$ cat src/rtl/debounce_scan.sv
// debounce_scan: one debounce counter shared round-robin among NBTN buttons.
// Each button keeps a 2-bit state; the counter is lent to one unconfirmed change at a time.
module debounce_scan_btn (
  input  logic clk_i,
  input  logic rst_i,
  input  logic btn_i,
  input  logic grant_i,
  input  logic done_i,
  output logic req_o,
  output logic lvl_o
);
  typedef enum logic [1:0] {WAIT_LOW, WAIT_HIGH, CNT_HIGH, CNT_LOW} st_e;
  st_e st_q, st_d;

  always_ff @(posedge clk_i or posedge rst_i) begin
    if (rst_i) st_q <= WAIT_LOW;
    else       st_q <= st_d;
  end

  // Accept-then-confirm: the level flips at grant, the window only holds it.
  always_comb begin
    st_d = st_q;
    case (st_q)
      WAIT_LOW:  if (grant_i) st_d = CNT_HIGH;
      WAIT_HIGH: if (grant_i) st_d = CNT_LOW;
      CNT_HIGH:  if (done_i)  st_d = WAIT_HIGH;
      CNT_LOW:   if (done_i)  st_d = WAIT_LOW;
      default:   st_d = WAIT_LOW;
    endcase
  end

  assign req_o = ((st_q == WAIT_LOW) && btn_i) || ((st_q == WAIT_HIGH) && !btn_i);
  assign lvl_o = (st_q == CNT_HIGH) || (st_q == WAIT_HIGH);
endmodule

module debounce_scan #(
  parameter int NBTN      = 4,
  parameter int MAX_COUNT = 4095,
  parameter int CNT_W     = $clog2(MAX_COUNT + 1),
  parameter int PTR_W     = $clog2(NBTN)
) (
  input  logic             clk_i,
  input  logic             rst_i,
  input  logic             tp_i,
  input  logic [NBTN-1:0]  btn_i,
  output logic [NBTN-1:0]  btn_o,
  output logic [NBTN-1:0]  press_o,
  output logic [NBTN-1:0]  release_o,
  output logic             busy_o,
  output logic [PTR_W-1:0] owner_o
);
  typedef enum logic {IDLE, OWNED} eng_e;

  eng_e             eng_q, eng_d;
  logic [CNT_W-1:0] cnt_q, cnt_d;
  logic [PTR_W-1:0] owner_q, owner_d;
  logic [NBTN-1:0]  prev_q, prev_d, press_q, press_d, rel_q, rel_d;
  logic [NBTN-1:0]  req, grant, done, lvl;
  logic [PTR_W-1:0] win, cand;
  logic             found, grant_vld, complete;

  for (genvar i = 0; i < NBTN; i++) begin : g_btn
    debounce_scan_btn u_btn (
      .clk_i   (clk_i),
      .rst_i   (rst_i),
      .btn_i   (btn_i[i]),
      .grant_i (grant[i]),
      .done_i  (done[i]),
      .req_o   (req[i]),
      .lvl_o   (lvl[i])
    );
  end

  // Round-robin: scan from last_grant+1, wrapping, first requester wins.
  always_comb begin
    win   = owner_q;
    cand  = owner_q;
    found = 1'b0;
    for (int k = 0; k < NBTN; k++) begin
      cand = (cand == PTR_W'(NBTN - 1)) ? '0 : cand + PTR_W'(1);
      if (!found && req[cand]) begin
        found = 1'b1;
        win   = cand;
      end
    end
  end

  always_comb begin
    eng_d     = eng_q;
    cnt_d     = cnt_q;
    owner_d   = owner_q;
    grant_vld = (eng_q == IDLE) && (|req);
    complete  = (eng_q == OWNED) && (cnt_q == CNT_W'(MAX_COUNT));
    if (grant_vld) begin
      eng_d   = OWNED;
      cnt_d   = '0;
      owner_d = win;
    end else if (complete) begin
      // completion wins over a coincident tick, so the count never passes MAX_COUNT
      eng_d = IDLE;
      cnt_d = '0;
    end else if ((eng_q == OWNED) && tp_i) begin
      cnt_d = cnt_q + CNT_W'(1);
    end
  end

  assign grant = grant_vld ? (NBTN'(1) << win)     : '0;
  assign done  = complete  ? (NBTN'(1) << owner_q) : '0;

  always_comb begin
    prev_d  = lvl;
    press_d = lvl & ~prev_q;
    rel_d   = ~lvl & prev_q;
  end

  always_ff @(posedge clk_i or posedge rst_i) begin
    if (rst_i) begin
      eng_q   <= IDLE;
      cnt_q   <= '0;
      owner_q <= PTR_W'(NBTN - 1);
      prev_q  <= '0;
      press_q <= '0;
      rel_q   <= '0;
    end else begin
      eng_q   <= eng_d;
      cnt_q   <= cnt_d;
      owner_q <= owner_d;
      prev_q  <= prev_d;
      press_q <= press_d;
      rel_q   <= rel_d;
    end
  end

  assign btn_o     = lvl;
  assign press_o   = press_q;
  assign release_o = rel_q;
  assign busy_o    = (eng_q == OWNED);
  assign owner_o   = owner_q;
endmodule

$ cat config.mk
export PLATFORM = sky130hd
export DESIGN_NAME = debounce_scan
export DESIGN_NICKNAME = d
export VERILOG_FILES = /design/src/rtl/debounce_scan.sv
export SDC_FILE = /design/constraint.sdc
export NUM_CORES = 1
export LEC_CHECK = 0
export BUFFER_PORTS_ARGS = -buffer_cell sky130_fd_sc_hd__buf_2
export CAP_MARGIN = 20
export CORE_UTILIZATION = 64
export DETAILED_ROUTE_END_ITERATION = 8
export PLACE_DENSITY = 0.85
export SYNTH_ARGS = -nofsm -noshare
export SYNTH_HDL_FRONTEND = slang
export SYNTH_SLANG_ARGS = --single-unit
$ cat constraint.sdc
create_clock -name clk_i -period 8.5 [get_ports clk_i]
set_clock_uncertainty 0.05 [all_clocks]
set_input_delay 1.7 -clock clk_i [delete_from_list [all_inputs] [get_ports clk_i]]
set_output_delay 1.7 -clock clk_i [all_outputs]
set_load 0.05 [all_outputs]
== Yosys cells after proc, flatten, opt, wreduce, memory -nomap -nowiden ==
Index checks and enable logic that the tools add are counted.
Cells by class
  add/subtract/negate cells: 5
  bitwise logic cells: 5
  $lt $le $gt $ge: 4
  reduce and logical (&&, ||, !) cells: 40
  muxes and demuxes: 46
  shift-type cells: 2
  equal/unequal tests: 33
Operator list (count)
  $mux W2: 24
  $mux W12: 3
  $ne A2 B2 Y1 const B: 16
  $pmux W2 S4: 4
  $eq A2 B2 Y1 const B: 12
  $reduce_and A4 Y1: 4
  $logic_and A1 B1 Y1: 14
  $add A12 B1 Y12 const B: 1
  $eq A12 B12 Y1 const B: 1
  $lt A2 B3 Y1 const B: 4
  $mux W1: 9
  $add A2 B1 Y2 const B: 4
  $and A4 B4 Y4: 2
  $bmux W1 S2: 4
  $eq A2 B1 Y1 const B: 4
  $logic_not A2 Y1: 4
  $logic_or A1 B1 Y1: 8
  $mux W4: 2
  $not A4 Y4: 2
  $shl A1 B2 Y4 const A: 2
  $logic_not A1 Y1: 7
  $reduce_or A4 Y1: 1
  $reduce_bool A3 Y1: 1
  $reduce_bool A2 Y1: 1
  $not A1 Y1: 1
Storage, ports and cells
  output and inout port bits: 15
  bits in registers: 35
  input bits: 7

== Depth between registers and ports, before layout ==
Gate-level depths: netlist (run 1).
  depth after elaboration: 19
  depth in mapped cells: 10
  depth with buffers taken out: 9

== Cells and area by module ==
Synthesis (run 1) repeated with hierarchy kept, for this count alone.
Unflattened totals
  cell total of the unflattened synthesis: 220
  area total of the unflattened synthesis: 2237.1 sq um
Modules (own cells, without submodules)
  debounce_scan: area each 1521.5 sq um, cells each 156, instances 1, seq. area each 678.2 sq um
  debounce_scan_btn: area each 178.9 sq um, cells each 16, instances 4, seq. area each 50.0 sq um

== Worst setup path before layout (run 1) ==
OpenSTA, ideal clock, no wires.
  path kind: input to register
  start point: input btn_i[2]
  end point: register g_btn[1].u_btn.st_q[0]
  data required time: 8.322 ns
  arrival: 3.709 ns
  stages on the path: 7
  slack: 4.614 ns
  cell sequence: mux2_2 > mux4_1 > a2111oi_4 > o2bb2ai_2 > o211ai_1 > a21oi_1 > mux2_1
On the way
  longest elaborated chain between the ends: 19
  elaborated cells on any way between the ends: 32
Ends and longest elaborated chain
  start: declaration: RTL line 45  | input logic [NBTN-1:0] btn_i,
  $logic_not A1 Y1: RTL line 32  | assign req_o = ((st_q == WAIT_LOW) && btn_i) || ((st_q == WAIT_HIGH) && !btn_i);
  $logic_and A1 B1 Y1: RTL line 32
  $logic_or A1 B1 Y1 (*): RTL line 32
  $bmux W1 S2: RTL line 81  | if (!found && req[cand]) begin
  $mux W1 (implied by the code): RTL line 81
  $mux W1: RTL line 81
  $logic_not A1 Y1: RTL line 81
  $logic_and A1 B1 Y1: RTL line 81
  [3 not listed]
  $mux W1: RTL line 81
  $logic_not A1 Y1: RTL line 81
  $logic_and A1 B1 Y1: RTL line 81
  $mux W2: RTL line 81
  $shl A1 B2 Y4: RTL line 107  | assign grant = grant_vld ? (NBTN'(1) << win) : '0;
  $mux W4 (*): RTL line 107
  $ne A2 B2 Y1 (no source line)
  $reduce_and A4 Y1 (no source line) (*)
  end signal: assignment: RTL line 17  | else st_q <= st_d;
  end: declaration: RTL line 13  | st_e st_q, st_d;
Mark *: on every way between the ends. The rest lies on a longest branch, timed or not. The select of a mux whose other input is x is not followed.
A chain may end at the register's enable or synchronous reset.

== Worst setup path after layout (run 1) ==
  start point: input btn_i[0]
  end point: register g_btn[1].u_btn.st_q[0]
Same word-level chain as after synthesis.

==> results.md, run 1 <==
- The run finished with clean final reports.
- The clock sink count is 35.
- The final hold violation count came to 0.
- 22 I/O pins were placed.
- The area of the die is 0.00396 sq mm.
- In this run the tightest slew margin relative to its limit is 55.1%.
- The TritonCTS buffer count is 5.
- The cell area power density is 140 mW/mm^2.
- The routed layout has 1788 vias.
- The clock root buffer is clkbuf_8.
- In this run the most critical hold path is launched from prev_q[1].
- The total power is 0.360 mW.
- Once routing completed, OpenROAD measured the worst setup slack at 4620 ps.
- Data on the critical path is required at its endpoint by 8620 ps.
- The number of remaining DRC errors is 0.
- The y dimension of the die is 62.9 microns.
- The most utilized layer in the global route result is met2.
- In the final routed layout, each cell accounts on average for 14.5 microns.
- The count of buffers from port buffering is 21.
- The core outline area is 0.00344 sq mm.
- The number of distinct library cells after synthesis is 51.
- Timing would allow up to 258 MHz.
- Data arrives at the worst endpoint at 4000 ps.
- The routed design has 4.33 mm of wire.
- The first global-routing pass estimated 7.59 mm of wire.
- The maximum fanout encountered on the critical timing path is 7.
- The number of setup violations in the final report is 0.
- Counting instances, the worst hold path has a depth of 1.
- The post-CTS setup-driven buffer insertion count is 0.
- Setup repair after global routing left no endpoint under its margin.
- The number of hold-repair buffers added at the cts stage is 0.
- The type of the setup path with the least slack is in -> reg.
- The portion of the clock cycle consumed by the worst path in the final layout is 45.7%.
- Hold timing on the final database bottoms out at a slack of 364 ps.
- The static power due to leakage is 1.26 nW.
- The TritonCTS clock tree is built.
- The max-cap check violation count is 0.
- STA classifies the critical path startpoint as an input port.
- For this run, the post-layout net count is 287.
- Entering global routing, the biggest net connects 36 pins.
- After technology mapping, the gate count stands at 229.
- The final standard cell count with taps included and fillers excluded is 298.
- The post-route cell area is 0.00257 sq mm.
- In this run, synthesis produced a sequential element count of 35.
- STA classifies the critical path endpoint as a flip-flop.
- The clock period could shrink to 3880 ps.
- The total overflow left after global routing is 0.
- Synthesis produced a netlist with a net count of 265.
- The average instance in the mapped netlist occupies 10.4 sq um.
- For this run, the detailed router's first-pass iteration total came to 4.
- The number of cells on the worst reg-to-reg path is 9.
- The worst hold path class is reg -> reg.
- The total routing resource utilization after global routing is 24.5%.
- The die width is 62.9 microns.
- The antenna violation net count after detailed routing is 0.
- The met1 track utilization from global routing is 32.1%.
- The sink of the worst hold path is press_o[1].
- The quantity of gates resized following cts is 0.
- The worst-case IR drop observed on VDD is 0.000130 V.
- Measured on the finished design, the core utilization comes to 74.8%.
- The number of buffers between clock root and the deepest sink is 2.
- The main flop type after synthesis is dfrtp_1.
- The number of global-route vias before repair was 1655.
- The async set-reset flop share out of synthesis is 100%.
- The initial utilization of the core area, before any placement, comes to 69.1%.
- The area growth from synthesis to layout is 8.26%.
- The violation count after the first detailed-routing iteration is 131.
- The initial antenna violation count is 0.
- The via-per-instance ratio is 6.00.
- The floorplan row count is 21.
- The number of synthesized flops with an enable pin is 0.
- The clock transition at the register clock pins on the worst setup and hold paths after CTS is 60 ps.
- Timing analysis after detailed placement gives a worst setup slack of 4330 ps.
- The antenna diode count is 0.
- The slew at the pin with the worst max-slew slack is 669 ps.
- The final RePlAce weighted congestion is 0.967.
- The final-report max-slew violation count was 0.
- The met2 capacity usage during global routing is 40.6%.
- The HPWL reported at the end of detailed placement is 3.35 mm.
- For this run, the register share of the synthesized area comes to 36.9%.
- The mapped netlist covers 0.00238 sq mm.
- The total placed cells including tap cells is 290.
- After detailed placement, the total cell area comes to 0.00249 sq mm.
- For this run, global-route usage on met3 was measured as 5.47%.
- For the worst-skew pair, the clock arrives at the later sink with an insertion delay of 280 ps.
- Cells with a size suffix above 1 make up 17.9% of the layout.
- The worst flop-to-flop path startpoint is owner_o[0].
- The clock tree synthesis step divided the H-tree into 2 levels.
- The worst register-to-register path has a setup slack of 4980 ps.
- The total negative slack is 0 ps.
- The endpoint identified for the worst register-to-register timing path is g_btn[2].u_btn.st_q[0].
- During synthesis, Yosys emitted a total of 0 warnings.
==> placed cells by master (no fill, tap or decap), types with 3 or more instances in the layout <==
cell,instances
or3_1,3
nor2_1,18
nand2_1,13
inv_1,15
clkbuf_8,5
xor2_1,6
nand4_1,5
ha_1,29
o211ai_1,3
o21ai_0,12
mux2_2,3
a21oi_1,13
nand3_1,6
dfrtp_1,33
nor2b_1,8
a31oi_1,4
mux2i_1,10
buf_2,21
==> area by class of cell <==
type                       instances  area, sq um
inverter                          15         56.3
sequential                        35          878
fill                             248          868
tap                               46         57.6
clock buffer                       7         76.3
clock inverter                     1         5.00
timing repair buffer              23          120
multi-input combinational        171         1380
==> Yosys cell counts, types with 3 or more instances <==
master / number / area (sq um)
dfrtp_1: 33 / 826
ha_1: 29 / 363
nor2_1: 18 / 67.6
inv_1: 15 / 56.3
a21oi_1: 13 / 65.1
nand2_1: 13 / 48.8
o21ai_0: 12 / 60.1
mux2i_1: 10 / 100
nor2b_1: 8 / 50.1
nand3_1: 6 / 30.0
xor2_1: 6 / 52.6
nand4_1: 5 / 31.3
a31oi_1: 4 / 25.0
buf_4: 4 / 30.0
mux2_2: 3 / 33.8
o211ai_1: 3 / 22.5
or3_1: 3 / 18.8
==> power breakdown <==
part,internal (mW),leakage [nW],switching [mW]
logic,0.0229,0.762,0.0272
clock network,0.0574,0.0422,0.0544
registers,0.181,0.456,0.0168
==> routing by layer <==
metal  routed length (microns)  part of all wire [%]
met1                      1970                    45
met3                       216                   5.0
met4                        44                   1.0
met2                      2100                    48
met5                         0                     0
==> cell families after synthesis <==
family                   count (synthesis)  synth area share [%]
AND/OR/NAND/NOR                         63                  13.2
AO/OA/AOI/OAI                           51                  15.2
flip-flops                              35                  36.9
adder cells (fa/ha/maj)                 29                  15.3
buffers and inverters                   23                  5.00
multiplexers                            20                  11.5
XOR/XNOR                                 8                  2.95
==> worst max-delay path by stage <==
stage | depth (start not counted) | slack (ps) | from | endpoint
2_1_floorplan | 7 | 4610 | btn_i[2] | g_btn[1].u_btn.st_q[0]
3_3_place_gp | 8 | 4370 | btn_i[0] | g_btn[1].u_btn.st_q[0]
3_5_place_dp | 8 | 4330 | btn_i[0] | g_btn[1].u_btn.st_q[0]
4_1_cts | 8 | 4620 | btn_i[0] | g_btn[1].u_btn.st_q[0]
5_1_grt | 8 | 4410 | btn_i[0] | g_btn[1].u_btn.st_q[0]
6_report | 8 | 4620 | btn_i[0] | g_btn[1].u_btn.st_q[0]
==> sequential cells by signal, indices dropped and copies added (netlist names) <==
register          cells
cnt_q                12
owner_o               2
prev_q                4
press_o               4
busy_o                1
release_o             4
g_btn.u_btn.st_q      8
==> critical path, cell delays in order <==
cell and delay [ps]:
buf_2 120, mux2i_1 520, o22ai_1 300, a21oi_1 310
nor3b_1 360, o211ai_1 180, a21oi_1 180, mux2_1 330
No activity file was read; power rests on OpenSTA's default activity.
==> run 2: changes to the inputs <==
--- a/config.mk
+++ b/config.mk
@@ -7,9 +7,9 @@
 export LEC_CHECK = 0
 export BUFFER_PORTS_ARGS = -buffer_cell sky130_fd_sc_hd__buf_2
 export CAP_MARGIN = 20
-export CORE_UTILIZATION = 64
+export CORE_UTILIZATION = 59
 export DETAILED_ROUTE_END_ITERATION = 8
-export PLACE_DENSITY = 0.85
+export PLACE_DENSITY = 0.79
 export SYNTH_ARGS = -nofsm -noshare
 export SYNTH_HDL_FRONTEND = slang
 export SYNTH_SLANG_ARGS = --single-unit
==> constraint.sdc (replaced) <==
create_clock -name clk_i -period 3.65 [get_ports clk_i]
set_clock_uncertainty 0.05 [all_clocks]
set_input_delay 0.73 -clock clk_i [delete_from_list [all_inputs] [get_ports clk_i]]
set_output_delay 0.73 -clock clk_i [all_outputs]
set_load 0.05 [all_outputs]
==> run 2 against run 1 <==
Compared with the run above:
- largest power group unchanged
- register-to-register slack got worse by 4600 ps
- sequential power grew 130%
- hold slack lost 2.4 ps
- first-iteration DRC count rose by 39%
- sequential share of layout area down 0.57 points
==> results.md, run 2 (same netlist as run 1, synthesis figures left out) <==
- The flow ran to the end, and the final reports show no timing, DRC or antenna violations.
- The data required time of the critical path is 3770 ps (-4850 ps).
- The buffering stage count on the worst path with inverters included is 1 (unchanged).
- The post-route worst setup slack came to 339 ps (-4280 ps).
- The fraction of final layout cells with drive strength greater than 1 is 19.2% (+1.4 points).
- The worst hold slack across all endpoints is 362 ps (-2.43 ps).
- The area of the die is 0.00429 sq mm (+8.2%).
- The clock transition at the register clock pins on the worst setup and hold paths after CTS is 70 ps (about the same).
- The per-cell routed wire length was 15.3 microns (+5.0%).
- The final RePlAce weighted congestion is 0.943 (-2.5%).
- The number of hold-repair buffers added at the cts stage came to 0 (unchanged).
- The y dimension of the die is 65.5 microns (+4.0%).
- The minimum clock period is 3310 ps.
- The number of global-route vias before repair is 1652 (-0.18%).
- The signal on the critical path passes through inv_1 -> ha_1 -> or3_2 -> o22ai_1 -> a221oi_1 -> o2bb2ai_2 -> o211ai_1 -> a21oi_1 -> mux2_1.
- The maximum fanout encountered on the critical timing path came to 13 (+6).
- The post-CTS setup-driven buffer insertion count is 0 (unchanged).
- The final standard cell count with taps included and fillers excluded is 303 (+1.7%).
- The largest registers in the layout are cnt_q: 12 flops, g_btn.u_btn.st_q: 8 flops.
- The wire length of the first global-routing pass came to 7.76 mm (+2.2%).
- The final hold violation count is 0 (unchanged).
- The register with the most flip-flops in the final layout is cnt_q.
- The violation count after the first detailed-routing iteration is 182 (+39%).
- The total negative slack is 0 ps (unchanged).
- The pin count of the biggest net entering global routing is 36 (unchanged).
- The number of buffers between clock root and the deepest sink is 2 (unchanged).
- The number of setup violations in the final report was 0 (unchanged).
- The total area of multi-input combinational cells is 0.00138 sq mm (unchanged).
- The die width was 65.5 microns (+4.0%).
- STA classifies the critical path endpoint as a flip-flop.
- The total congestion overflow is 0 (unchanged).
- The final-report max-slew violation count is 0 (unchanged).
- The total power is 0.891 mW (+150%).
- The relative slew slack is 64.1% (+9.0 points).
- The post-route cell area is 0.00262 sq mm (+1.7%).
- The count of nets after finishing came to 290 (+1.0%).
- In the layout the commonest cells are dfrtp_1, ha_1, buf_2.
- Setup repair after global routing left no endpoint under its margin.
- The signal arrival time at the worst endpoint was 3440 ps (-560 ps).
- The initial antenna violation count is 0 (unchanged).
- The length of the first detailed-routing pass in iterations came to 4 (unchanged).
- The largest stage delay on the critical path is 600 ps (+80 ps).
- The portion of the clock cycle consumed by the worst path in the final layout is 90.7%.
- The quantity of gates resized following cts was 0 (unchanged).
- The maximum operating frequency is 302 MHz.
- The total placed cells including tap cells is 295 (+1.7%).
- The floorplan row count is 22 (+4.8%).
- The maximum ir drop on the vdd rail is 0.000251 V (+93%).
- The number of flip-flops under the largest register name was 12 (unchanged).
- The TritonCTS buffer count is 5 (unchanged).
- The antenna violation net count after detailed routing is 0 (unchanged).
- The number of remaining DRC errors is 0 (unchanged).
- The number of levels the H-tree was split into is 2 (unchanged).
- The type of the setup path with the least slack is reg -> reg.
- The clock sink count is 35 (unchanged).
- The worst setup path is launched from a flip-flop.
- The slew at the pin with the worst max-slew slack is 537 ps (-132 ps).
- The footprint of the flip-flops and latches is 878 sq um (unchanged).
- The path class of the tightest hold or removal check is reg -> reg.
- The cell type of the slowest stage on the worst timing path is dfstp_2.
- The minimum setup slack after placement was 372 ps (-3950 ps).
- The clock latency at the later pin of the worst-skew pair is 290 ps (about the same).
- The count of vias placed by the detailed router came to 1780 (-0.45%).
- The max-cap check violation count is 0 (unchanged).
- The total routing resource utilization after global routing is 23.9% (-0.62 points).
- The standard cell area after detailed placement is 0.00252 sq mm (+1.0%).
- The count of buffers from port buffering is 21 (unchanged).
- TritonCTS built the clock tree.
- The initial core utilization was 63.0% (-6.0 points).
- The number of placed I/O pins came to 22 (unchanged).
- The post-route core utilization is 69.4% (-5.4 points).
- The clock root buffer is clkbuf_8.
- The antenna diode count is 0 (unchanged).
- The total wire length is 4.62 mm (+6.7%).
- Compared with the post-synthesis result, the final layout area differs by 10.1%.
- The most common cell after layout, fill and taps aside is dfrtp_1.
- The cell area power density was 340 mW/mm^2 (+140%).
- The static power due to leakage is 1.29 nW (+2.0%).
- The HPWL reported at the end of detailed placement is 3.43 mm (+2.5%).
- The top cell family by delay on the critical path is compound AO/OA/AOI/OAI gates.
- The filler cell count is 284 (+15%).
- The core outline area is 0.00377 sq mm (+9.6%).
- The via-per-instance ratio is 5.87 (-2.1%).
==> run 2: cell count changes in the layout (fill, tap and decap cells not counted), sizes merged <==
| cell | change |
|---|---|
| buf | +3 |
| clkbuf | +1 |
| clkinv | -1 |
==> run 2: power breakdown <==
part,internal (mW),total [mW],switching [mW],leakage [nW]
Clock,0.172,0.312,0.140,0.0515
Sequential,0.421,0.460,0.0392,0.456
Combinational,0.0540,0.118,0.0642,0.778
Total,0.647,0.891,0.243,1.29
==> run 2: path summary, 6_finish.rpt <==
path / from / end / slack [ps] / cells after the start
setup / recovery: owner_o[0] / g_btn[1].u_btn.st_q[0] / 340 / 9
hold / removal: prev_q[0] / press_o[0] / 360 / 1
setup reg to reg: owner_o[0] / g_btn[1].u_btn.st_q[0] / 340 / 9
hold reg to reg: prev_q[0] / press_o[0] / 360 / 1
max in group asynchronous: rst_i / owner_o[1] / 2720 / 3
min in group asynchronous: rst_i / press_o[2] / 470 / 3
==> run 2: metal layers <==
metal  part of all wire, %  global-route usage (%)  routed length [microns]
met1                    47                    32.6                     2180
met3                   3.2                    4.86                      148
met2                    48                    38.4                     2230
met5                     0                       0                        0
met4                   1.4                    6.79                       63
==> run 2: area by class of cell <==
class	instances	area share, %
timing repair buffer	26	5.45
clock buffer	8	3.82
sequential	35	33.6
tap	48	2.29
inverter	15	2.15
multi-input combinational	171	52.7
